[config.mk]
export PLATFORM = sky130hd
export DESIGN_NAME = video_timing_gen_flat
export DESIGN_NICKNAME = d
export VERILOG_FILES = /design/src/rtl/video_timing_pkg.sv /design/src/rtl/video_timing_gen_if.sv /design/src/rtl/timing_window_decode.sv /design/src/rtl/video_timing_gen.sv /design/src/flat_wrapper.sv
export SDC_FILE = /design/constraint.sdc
export NUM_CORES = 1
export LEC_CHECK = 0
export CAP_MARGIN = 25
export CORE_ASPECT_RATIO = 0.7
export CORE_MARGIN = 2
export CORE_UTILIZATION = 24
export DETAILED_ROUTE_END_ITERATION = 6
export PLACE_DENSITY = 0.39
export SKIP_CTS_REPAIR_TIMING = 1
export SLEW_MARGIN = 20
export SYNTH_ARGS = -nofsm -noshare
export SYNTH_HDL_FRONTEND = slang
export SYNTH_HIERARCHICAL = 1
export SYNTH_SLANG_ARGS = --single-unit
export TNS_END_PERCENT = 50
[constraint.sdc]
create_clock -name clk -period 3.7 [get_ports clk]
set_clock_uncertainty 0.2 [all_clocks]
set_input_delay 0.925 -clock clk [delete_from_list [all_inputs] [get_ports clk]]
set_output_delay 0.925 -clock clk [all_outputs]
set_load 0.1 [all_outputs]
[src/rtl/video_timing_pkg.sv]
// Shared timing record and the PAL/NTSC mode table for the raster timing generator.
package video_timing_pkg;

    localparam int TW = 16;

    typedef struct packed {
        logic [TW-1:0] hTotal;
        logic [TW-1:0] hBlankStart;
        logic [TW-1:0] hSyncStart;
        logic [TW-1:0] hSyncEnd;
        logic [TW-1:0] vTotal;
        logic [TW-1:0] vBlankStart;
        logic [TW-1:0] vSyncStart;
        logic [TW-1:0] vSyncEnd;
    } timing_t;

    localparam timing_t PAL_TIMING = '{
        hTotal: 16'd448, hBlankStart: 16'd352, hSyncStart: 16'd376, hSyncEnd: 16'd407,
        vTotal: 16'd312, vBlankStart: 16'd304, vSyncStart: 16'd304, vSyncEnd: 16'd307
    };

    localparam timing_t NTSC_TIMING = '{
        hTotal: 16'd445, hBlankStart: 16'd352, hSyncStart: 16'd376, hSyncEnd: 16'd407,
        vTotal: 16'd262, vBlankStart: 16'd254, vSyncStart: 16'd254, vSyncEnd: 16'd257
    };

endpackage

[src/rtl/video_timing_gen_if.sv]
// Pixel strobe, mode request and the registered raster outputs of video_timing_gen.
interface video_timing_gen_if #(
    parameter int CW = 9,
    parameter int MW = 1
);
    logic          ce;
    logic [MW-1:0] mode_in;
    logic [MW-1:0] mode_cur;
    logic [CW-1:0] hc;
    logic [CW-1:0] vc;
    logic          hsync_n;
    logic          vsync_n;
    logic          csync_n;
    logic          hblank;
    logic          vblank;
    logic          blank;
    logic          line_start;
    logic          frame_start;
    logic          field;

    modport master (
        output ce, mode_in,
        input  mode_cur, hc, vc, hsync_n, vsync_n, csync_n,
               hblank, vblank, blank, line_start, frame_start, field
    );

    modport slave (
        input  ce, mode_in,
        output mode_cur, hc, vc, hsync_n, vsync_n, csync_n,
               hblank, vblank, blank, line_start, frame_start, field
    );
endinterface

[src/rtl/timing_window_decode.sv]
// Unsigned inclusive window compare: inside_o is high while start_i <= count_i <= end_i.
module timing_window_decode
    import video_timing_pkg::*;
#(
    parameter int W = TW
) (
    input  logic [W-1:0] count_i,
    input  logic [W-1:0] start_i,
    input  logic [W-1:0] end_i,
    output logic         inside_o
);
    assign inside_o = (count_i >= start_i) && (count_i <= end_i);
endmodule

[src/rtl/video_timing_gen.sv]
// Raster timing generator: h/v counters driven by a per-frame mode table, with
// sync/blank/strobe outputs registered one pixel stage behind, aligned with hc/vc.
module video_timing_gen
    import video_timing_pkg::*;
#(
    parameter int      CW     = 9,
    parameter int      NMODES = 2,
    parameter int      MW     = 1,
    parameter timing_t MODE0  = PAL_TIMING,
    parameter timing_t MODE1  = NTSC_TIMING
) (
    input  logic              clk,
    input  logic              rst_n,
    video_timing_gen_if.slave vid
);

    localparam logic [CW-1:0] ONE = CW'(1);

    timing_t       cur;
    logic [CW-1:0] h_q, h_d, v_q, v_d;
    logic [MW-1:0] mode_q, mode_d;
    logic          fieldInt_q, fieldInt_d;
    logic [TW-1:0] hWide, vWide, hLast, vLast;
    logic          hBlankWin, vBlankWin, hSyncWin, vSyncWin;
    logic          modeValid;

    logic [CW-1:0] hc_q, vc_q;
    logic [MW-1:0] modeCur_q;
    logic          hsyncN_q, vsyncN_q, csyncN_q;
    logic          hblank_q, vblank_q, blank_q;
    logic          lineStart_q, frameStart_q, field_q;

    // Mode 0 selects the first table entry; every other accepted mode uses the second.
    assign cur       = (mode_q == '0) ? MODE0 : MODE1;
    assign hWide     = TW'(h_q);
    assign vWide     = TW'(v_q);
    assign hLast     = cur.hTotal - TW'(1);
    assign vLast     = cur.vTotal - TW'(1);
    assign modeValid = (int'(vid.mode_in) < NMODES);

    always_comb begin
        h_d        = h_q;
        v_d        = v_q;
        mode_d     = mode_q;
        fieldInt_d = fieldInt_q;
        if (vid.ce) begin
            if (hWide == hLast) begin
                h_d = '0;
                if (vWide == vLast) begin
                    v_d        = '0;
                    fieldInt_d = ~fieldInt_q;
                    if (modeValid) begin
                        mode_d = vid.mode_in;
                    end
                end else begin
                    v_d = v_q + ONE;
                end
            end else begin
                h_d = h_q + ONE;
            end
        end
    end

    timing_window_decode #(.W(TW)) uHBlank (
        .count_i(hWide), .start_i(cur.hBlankStart), .end_i(hLast), .inside_o(hBlankWin)
    );
    timing_window_decode #(.W(TW)) uHSync (
        .count_i(hWide), .start_i(cur.hSyncStart), .end_i(cur.hSyncEnd), .inside_o(hSyncWin)
    );
    timing_window_decode #(.W(TW)) uVBlank (
        .count_i(vWide), .start_i(cur.vBlankStart), .end_i(vLast), .inside_o(vBlankWin)
    );
    timing_window_decode #(.W(TW)) uVSync (
        .count_i(vWide), .start_i(cur.vSyncStart), .end_i(cur.vSyncEnd), .inside_o(vSyncWin)
    );

    always_ff @(posedge clk or negedge rst_n) begin
        if (!rst_n) begin
            h_q        <= '0;
            v_q        <= '0;
            mode_q     <= '0;
            fieldInt_q <= 1'b0;
        end else begin
            h_q        <= h_d;
            v_q        <= v_d;
            mode_q     <= mode_d;
            fieldInt_q <= fieldInt_d;
        end
    end

    // Output stage samples the decode of the current counters, so hc/vc match the flags.
    always_ff @(posedge clk or negedge rst_n) begin
        if (!rst_n) begin
            hc_q         <= '0;
            vc_q         <= '0;
            modeCur_q    <= '0;
            hsyncN_q     <= 1'b1;
            vsyncN_q     <= 1'b1;
            csyncN_q     <= 1'b1;
            hblank_q     <= 1'b0;
            vblank_q     <= 1'b0;
            blank_q      <= 1'b0;
            lineStart_q  <= 1'b0;
            frameStart_q <= 1'b0;
            field_q      <= 1'b0;
        end else if (vid.ce) begin
            hc_q         <= h_q;
            vc_q         <= v_q;
            modeCur_q    <= mode_q;
            hsyncN_q     <= ~hSyncWin;
            vsyncN_q     <= ~vSyncWin;
            csyncN_q     <= ~(hSyncWin | vSyncWin);
            hblank_q     <= hBlankWin;
            vblank_q     <= vBlankWin;
            blank_q      <= hBlankWin | vBlankWin;
            lineStart_q  <= (h_q == '0);
            frameStart_q <= (h_q == '0) && (v_q == '0);
            field_q      <= fieldInt_q;
        end
    end

    assign vid.hc          = hc_q;
    assign vid.vc          = vc_q;
    assign vid.mode_cur    = modeCur_q;
    assign vid.hsync_n     = hsyncN_q;
    assign vid.vsync_n     = vsyncN_q;
    assign vid.csync_n     = csyncN_q;
    assign vid.hblank      = hblank_q;
    assign vid.vblank      = vblank_q;
    assign vid.blank       = blank_q;
    assign vid.line_start  = lineStart_q;
    assign vid.frame_start = frameStart_q;
    assign vid.field       = field_q;

endmodule

[src/flat_wrapper.sv]
// flat-port wrapper written by rule: the top's interface ports become plain ports
module video_timing_gen_flat import video_timing_pkg::*;
#(
    parameter int      CW     = 9,
    parameter int      NMODES = 2,
    parameter int      MW     = 1,
    parameter timing_t MODE0  = PAL_TIMING,
    parameter timing_t MODE1  = NTSC_TIMING
)
  (clk, rst_n, vid_ce, vid_mode_in, vid_mode_cur, vid_hc, vid_vc, vid_hsync_n, vid_vsync_n, vid_csync_n, vid_hblank, vid_vblank, vid_blank, vid_line_start, vid_frame_start, vid_field);
  video_timing_gen_if #(.CW(CW), .MW(MW)) vid_i ();
  input  logic clk;
  input  logic rst_n;
  input wire logic [$bits(vid_i.ce)-1:0] vid_ce;
  input wire logic [$bits(vid_i.mode_in)-1:0] vid_mode_in;
  output wire logic [$bits(vid_i.mode_cur)-1:0] vid_mode_cur;
  output wire logic [$bits(vid_i.hc)-1:0] vid_hc;
  output wire logic [$bits(vid_i.vc)-1:0] vid_vc;
  output wire logic [$bits(vid_i.hsync_n)-1:0] vid_hsync_n;
  output wire logic [$bits(vid_i.vsync_n)-1:0] vid_vsync_n;
  output wire logic [$bits(vid_i.csync_n)-1:0] vid_csync_n;
  output wire logic [$bits(vid_i.hblank)-1:0] vid_hblank;
  output wire logic [$bits(vid_i.vblank)-1:0] vid_vblank;
  output wire logic [$bits(vid_i.blank)-1:0] vid_blank;
  output wire logic [$bits(vid_i.line_start)-1:0] vid_line_start;
  output wire logic [$bits(vid_i.frame_start)-1:0] vid_frame_start;
  output wire logic [$bits(vid_i.field)-1:0] vid_field;
  assign vid_i.ce = vid_ce;
  assign vid_i.mode_in = vid_mode_in;
  assign vid_mode_cur = vid_i.mode_cur;
  assign vid_hc = vid_i.hc;
  assign vid_vc = vid_i.vc;
  assign vid_hsync_n = vid_i.hsync_n;
  assign vid_vsync_n = vid_i.vsync_n;
  assign vid_csync_n = vid_i.csync_n;
  assign vid_hblank = vid_i.hblank;
  assign vid_vblank = vid_i.vblank;
  assign vid_blank = vid_i.blank;
  assign vid_line_start = vid_i.line_start;
  assign vid_frame_start = vid_i.frame_start;
  assign vid_field = vid_i.field;
  video_timing_gen #(.CW(CW), .NMODES(NMODES), .MW(MW), .MODE0(MODE0), .MODE1(MODE1)) u_core (.clk(clk), .rst_n(rst_n), .vid(vid_i));
endmodule
==> impl_metrics.tcl, run 1 <==
set metrics [dict create \
    grt_util_all_layers 0.110 \
    final_net_count 952 \
    drtIter0Drc 148 \
    htree_levels 2 \
    fin_ws_ns 0.886 \
    fin_area_mm2 0.00674 \
    drtPass1Iterations 5 \
    grt_remaining_overflow 0 \
    fin_hold_ws_ns 0.270 \
    grt_pass1_wl_mm 20.8 \
    io_buffer_count 31 \
    timing.fmax_mhz 355 \
    dp.cells 1091 \
    synth.distinct_cells 52 \
    insertion_delay_ns 0.30 \
    post-route-util 0.309 \
    initial_utilization 0.246 \
    worstSetupEndpointType "register" \
    cts_buffers 5 \
    power_mw 2.20 \
    maxCapViolCount 0 \
    antenna_cells 0 \
    min_path_type "reg -> reg" \
    placed_cell_area_mm2 0.00656 \
    crit_slowest_cell "dfrtp_1" \
    ys_ff_latch 48 \
    antenna_found_initial 0 \
    rsz0062_at_grt "false" \
    io_pins 32 \
    syn_to_final_growth_pct 25.6 \
    cp.arrival_ns 2.79 \
    cts_tree "done" \
    ys_seq_area_frac 0.225 \
    vias 4224 \
    synth.largest_area_cell "ha_1" \
    syn_area_mm2 0.00537 \
    crit_path_max_fanout 17 \
    fin_setup_tns_ns 0 \
    die_y_um 129 \
    ys.warnings.count 6 \
    worst_path_largest_cell_delay_ns 0.56 \
    period_minus_slack_ns 2.81 \
    cts_buffer_depth 2 \
    route.detailed.drc 0 \
    drt_wl_total_mm 12.0 \
    hold_viol 0 \
    worstMarginPinSlew_ns 0.671 \
    fp.dieArea_mm2 0.0236 \
    final-setup-viol-count 0 \
    synth_cells 619 \
    die_w_um 183 \
    viasPerCell 3.84 \
    multi_input_area_mm2 0.00422 \
    synthTopCellsByArea "ha_1, dfrtp_1, inv_1, mux2_2, a21oi_1" \
    powerDensity_mw_per_mm2 326 \
    place_congestion 0.712 \
    instances_no_fill 1099 \
    maxSlewHeadroom 0.553 \
    worstSetupPathType "reg -> reg" \
    wire_per_inst_um 10.9 \
    fillers 2295 \
    cts_num_sinks 48 \
    avgSynthCellArea_um2 8.67 \
    crit_required_ns 3.68 \
    cts-root-buf "clkbuf_16" \
    grt_start_max_net_pins 49 \
    final-seq-area_mm2 0.00120 \
    crit_chain "inv_1 -> inv_1 -> ha_1 -> nor2b_1 -> o211ai_1 -> a2111o_1 -> o211a_1 -> o32a_1 -> mux2_2" \
    max-vdd-ir-drop_v 0.000293 \
    drtAntennaViolNets 0 \
    min_period_over_period 0.760 \
    maxSlewViolCount 0 \
    grt_pass1_vias 3995 \
    synth_top_cell_area_share 0.308 \
    crit_top_cell "inv_1" \
    rows 45 \
    p_leak_nw 3.63 \
    status "finished clean" \
    setup.worst_path.start_class "register" \
    clkTransAtPathRegs_ns 0.07 \
    core_mm2 0.0218 \
    drive_gt1_frac 0.103 \
    detailedPlace.worstSlack_ns 0.854 \
    hpwl_mm 9.75 \
]
worst paths after layout:
| check | startpoint | to | slack [ns] | depth (start not counted) |
|---|---|---|---|---|
| setup / recovery | u_core/mode_q$_DFFE_PN0P_ | u_core/vid.vblank$_DFFE_PN0P_ | 0.89 | 9 |
| setup reg to reg | u_core/mode_q$_DFFE_PN0P_ | u_core/vid.vblank$_DFFE_PN0P_ | 0.89 | 9 |
| min in group asynchronous | rst_n | u_core/vid.vc[0]$_DFFE_PN0P_ | 0.52 | 2 |
| hold / removal | u_core/vid.vsync_n$_DFFE_PN1P_ | u_core/vid.vsync_n$_DFFE_PN1P_ | 0.27 | 2 |
| max in group asynchronous | rst_n | u_core/v_q[8]$_DFFE_PN0P_ | 2.30 | 2 |
| hold reg to reg | u_core/vid.vsync_n$_DFFE_PN1P_ | u_core/vid.vsync_n$_DFFE_PN1P_ | 0.27 | 2 |
synthesized netlist by cell type, drive strengths merged:
library cell and number:
o21a 1, clkbuf 5, nor4b 1, conb 2
a2111o 4, nand2 37, o41ai 1, nand3b 1
inv 138, mux2 24, o21ai 30, dfrtp 45
mux2i 1, a221oi 4, buf 2, nor2b 8
and3 4, and4b 1, o2111a 1, nor3b 5
nor4 8, or3 2, nand4b 1, a31o 1
xor2 4, o211ai 5, ha 132, or2 1
nand4 24, or4b 2, a21oi 50, a31oi 2
a211oi 5, dfstp 3, nor2 25, o22ai 1
and3b 1, a41oi 1, nor3 6, xnor2 6
o211a 5, nand3 13, o32a 4, nand2b 2
cell families after synthesis:
logic type / Yosys count / synth area share
AO/OA/AOI/OAI: 115 / 0.135
XOR/XNOR: 10 / 0.0163
adder cells (fa/ha/maj): 132 / 0.308
buffers and inverters: 145 / 0.102
flip-flops: 48 / 0.225
multiplexers: 25 / 0.0529
other: 2 / 0.00140
AND/OR/NAND/NOR: 142 / 0.161
sequential cells by signal (all words and copies together) (netlist names):
signal	cells
u_core/vid.csync_n	1
u_core/vid.blank	1
u_core/vid.mode_cur	1
u_core/vid.vsync_n	1
u_core/vid.hsync_n	1
u_core/v_q	9
u_core/fieldInt_q	1
u_core/vid.vblank	1
u_core/vid.vc	9
u_core/vid.hblank	1
u_core/vid.frame_start	1
u_core/vid.line_start	1
u_core/h_q	9
u_core/vid.field	1
u_core/mode_q	1
u_core/vid.hc	9
cell usage in the layout (no fill, tap or decap), drive strengths merged, types with 6 or more instances in the layout:
master / n
nor3: 6
ha: 132
nor2b: 8
a21oi: 50
nand4: 24
xnor2: 6
conb: 164
nor2: 25
nand2: 37
nor4: 8
buf: 34
dfrtp: 45
nand3: 13
mux2: 24
o21ai: 30
inv: 138
clkbuf: 6
final cells by class:
cell class / count / share of cell area
Sequential cell: 48 / 0.179
Clock buffer: 6 / 0.0206
Multi-Input combinational cell: 588 / 0.627
Clock inverter: 2 / 0.00576
Tap cell: 282 / 0.0524
Timing Repair Buffer: 35 / 0.0386
Inverter: 138 / 0.0769
layer usage:
metal | share of wire | GRT usage
met5 | 0 | 0
met4 | 0.0023 | 0.0114
met3 | 0.040 | 0.0214
met2 | 0.35 | 0.148
met1 | 0.61 | 0.181
power by group:
part | leakage [nW] | switching (mW) | internal (mW) | total [mW]
Sequential | 0.605 | 0.132 | 0.593 | 0.725
Clock | 0.0871 | 0.221 | 0.339 | 0.560
Combinational | 2.93 | 0.610 | 0.303 | 0.912
Total | 3.63 | 0.963 | 1.23 | 2.20
critical path, delay by kind of cell (launching register included):
| family | cells | cell delay (ns) |
|---|---|---|
| buffers and inverters | 2 | 0.42 |
| DFF | 1 | 0.56 |
| muxes | 1 | 0.27 |
| adders and majority gates | 1 | 0.29 |
| AOI/OAI and AO/OA | 4 | 0.83 |
| and+or+nand+nor | 1 | 0.13 |
Note: power is estimated with default switching activity, not from simulation.
==> inputs of run 2 (changes only) <==
--- a/config.mk
+++ b/config.mk
@@ -10,7 +10,7 @@
 export CORE_MARGIN = 2
 export CORE_UTILIZATION = 24
 export DETAILED_ROUTE_END_ITERATION = 6
-export PLACE_DENSITY = 0.39
+export PLACE_DENSITY = 0.4
 export SKIP_CTS_REPAIR_TIMING = 1
 export SLEW_MARGIN = 20
 export SYNTH_ARGS = -nofsm -noshare
==> constraint.sdc (replaced) <==
create_clock -name clk -period 2.5 [get_ports clk]
set_clock_uncertainty 0.2 [all_clocks]
set_input_delay 0.625 -clock clk [delete_from_list [all_inputs] [get_ports clk]]
set_output_delay 0.625 -clock clk [all_outputs]
set_load 0.1 [all_outputs]
==> impl_metrics.tcl, run 2 (synthesis results as in run 1) <==
set metrics [dict create \
    status "finished clean" \
    crit_path_max_fanout 6 \
    cts_tree "done" \
    crit_chain "buf_6 -> inv_1 -> ha_1 -> a21oi_1 -> o21ai_1 -> a21oi_2 -> buf_4 -> nor4_2 -> o32a_1 -> mux2_2" \
    crit_slowest_cell "dfrtp_1" \
    grt_remaining_overflow 0 \
    placed_cell_area_mm2 0.00690 \
    p_leak_nw 3.83 \
    p_sw_frac 0.443 \
    power_frac_seq 0.308 \
    detailedPlace.worstSlack_ns 0.0532 \
    power_mw 3.31 \
    drive_gt1_frac 0.153 \
    max-vdd-ir-drop_v 0.000439 \
    place_congestion 0.746 \
    die_y_um 129 \
    setup.worst_path.start_class "register" \
    maxSlewViolCount 0 \
    clkTransAtPathRegs_ns 0.07 \
    final_net_count 989 \
    fin_area_mm2 0.00710 \
    viasPerCell 3.83 \
    switching_power_mw 1.47 \
    core_mm2 0.0218 \
    drtIter0Drc 104 \
    die_w_um 183 \
    min_path_type "in -> async" \
    grt_start_max_net_pins 33 \
    crit_required_ns 2.48 \
    worstSetupEndpointType "register" \
    rows 45 \
    io_buffer_count 31 \
    syn_to_final_growth_pct 32.2 \
    min_period_over_period 0.964 \
    antenna_cells 0 \
    drtPass1Iterations 4 \
    initial_utilization 0.246 \
    hpwl_mm 10.6 \
    powerDensity_mw_per_mm2 467 \
    io_pins 32 \
    maxCapViolCount 0 \
    fp.dieArea_mm2 0.0236 \
    rsz0062_at_grt "true" \
    cts_num_sinks 48 \
    post-route-util 0.326 \
    grt_util_all_layers 0.114 \
    p_int_mw 1.85 \
    period_minus_slack_ns 2.41 \
    p_clk_frac 0.219 \
    grt_pass1_wl_mm 21.4 \
    final_common_cell "conb_1" \
    hold_viol 0 \
    route.detailed.drc 0 \
    final-setup-viol-count 0 \
    grt_pass1_vias 4056 \
    vias 4355 \
    htree_levels 2 \
    antenna_found_initial 0 \
    cp.arrival_ns 2.39 \
    fillers 2332 \
    fin_ws_ns 0.0903 \
    drtAntennaViolNets 0 \
    cts_buffers 5 \
    multi_input_area_mm2 0.00426 \
    cts_buffer_depth 2 \
    worstSetupPathType "reg -> reg" \
    final-seq-area_mm2 0.00121 \
    insertion_delay_ns 0.30 \
    timing.fmax_mhz 415 \
    cts-root-buf "clkbuf_16" \
    worst_path_largest_cell_delay_ns 0.43 \
    most-common-layout-cells "conb_1, inv_1, ha_1" \
    drt_wl_total_mm 12.5 \
    p_comb_frac 0.473 \
    wire_per_inst_um 11.0 \
]
## run 2: cell types whose count changed in the layout (fill, tap and decap cells not counted), moves of 2 or more
cell	delta
nor4_2	+2
o21ai_1	+2
nor4_1	-2
a21oi_2	+3
buf_12	+5
buf_4	+31
dfrtp_1	-2
o21ai_0	-2
dfrtp_2	+2
a21oi_1	-3
## run 2: critical path: cells and delay by family, from the launching register on
family / cells / cell delay [ns]
adder cells (fa/ha/maj): 1 / 0.28
flip-flops: 1 / 0.43
buffers and inverters: 3 / 0.35
AO/OA/AOI/OAI: 4 / 0.73
multiplexers: 1 / 0.27
AND/OR/NAND/NOR: 1 / 0.04
## run 2: through the flow
stage          TNS, ns  hold WS, ns  instances
2_1_floorplan        0        0.129        781
3_3_place_gp         0        0.267       1128
3_5_place_dp         0        0.265       1128
4_1_cts              0       0.0581       1136
5_1_grt        -0.0308       0.0809       1136
6_report             0       0.0579       1136
## run 2: cell type report
type,count,area share
multi-input cells,588,0.600
clock inverters,2,0.00194
well taps,282,0.0497
flip-flops and latches,48,0.170
inverters,138,0.0733
repair buffers,72,0.0852
clock buffers,6,0.0196
## run 2: power groups by stage
stage	logic, mW	clock network [mW]	registers [mW]
floorplan	0.669	0	1.43
global placement	1.54	0	1.04
detailed placement	1.53	0	1.03
CTS	1.53	0.762	1.02
global route	1.76	0.789	1.04
finish	1.57	0.726	1.02
## run 2: per-layer routing
layer / wire [um] / global-route usage
met4: 42 / 0.0128
met1: 7830 / 0.188
met2: 4300 / 0.150
met5: 0 / 0
met3: 335 / 0.0247
## run 2: path summary, 6_finish.rpt
check	start	endpoint	slack, ns	depth (start not counted)
worst max-delay path	u_core/mode_q$_DFFE_PN0P_	u_core/vid.vblank$_DFFE_PN0P_	0.09	10
worst min-delay path	rst_n	u_core/vid.hc[3]$_DFFE_PN0P_	0.06	1
worst max register to register	u_core/mode_q$_DFFE_PN0P_	u_core/vid.vblank$_DFFE_PN0P_	0.09	10
worst min register to register	u_core/fieldInt_q$_DFFE_PN0P_	u_core/fieldInt_q$_DFFE_PN0P_	0.28	1
max in group asynchronous	rst_n	u_core/vid.hsync_n$_DFFE_PN1P_	1.43	2
min in group clk	u_core/fieldInt_q$_DFFE_PN0P_	u_core/fieldInt_q$_DFFE_PN0P_	0.28	1
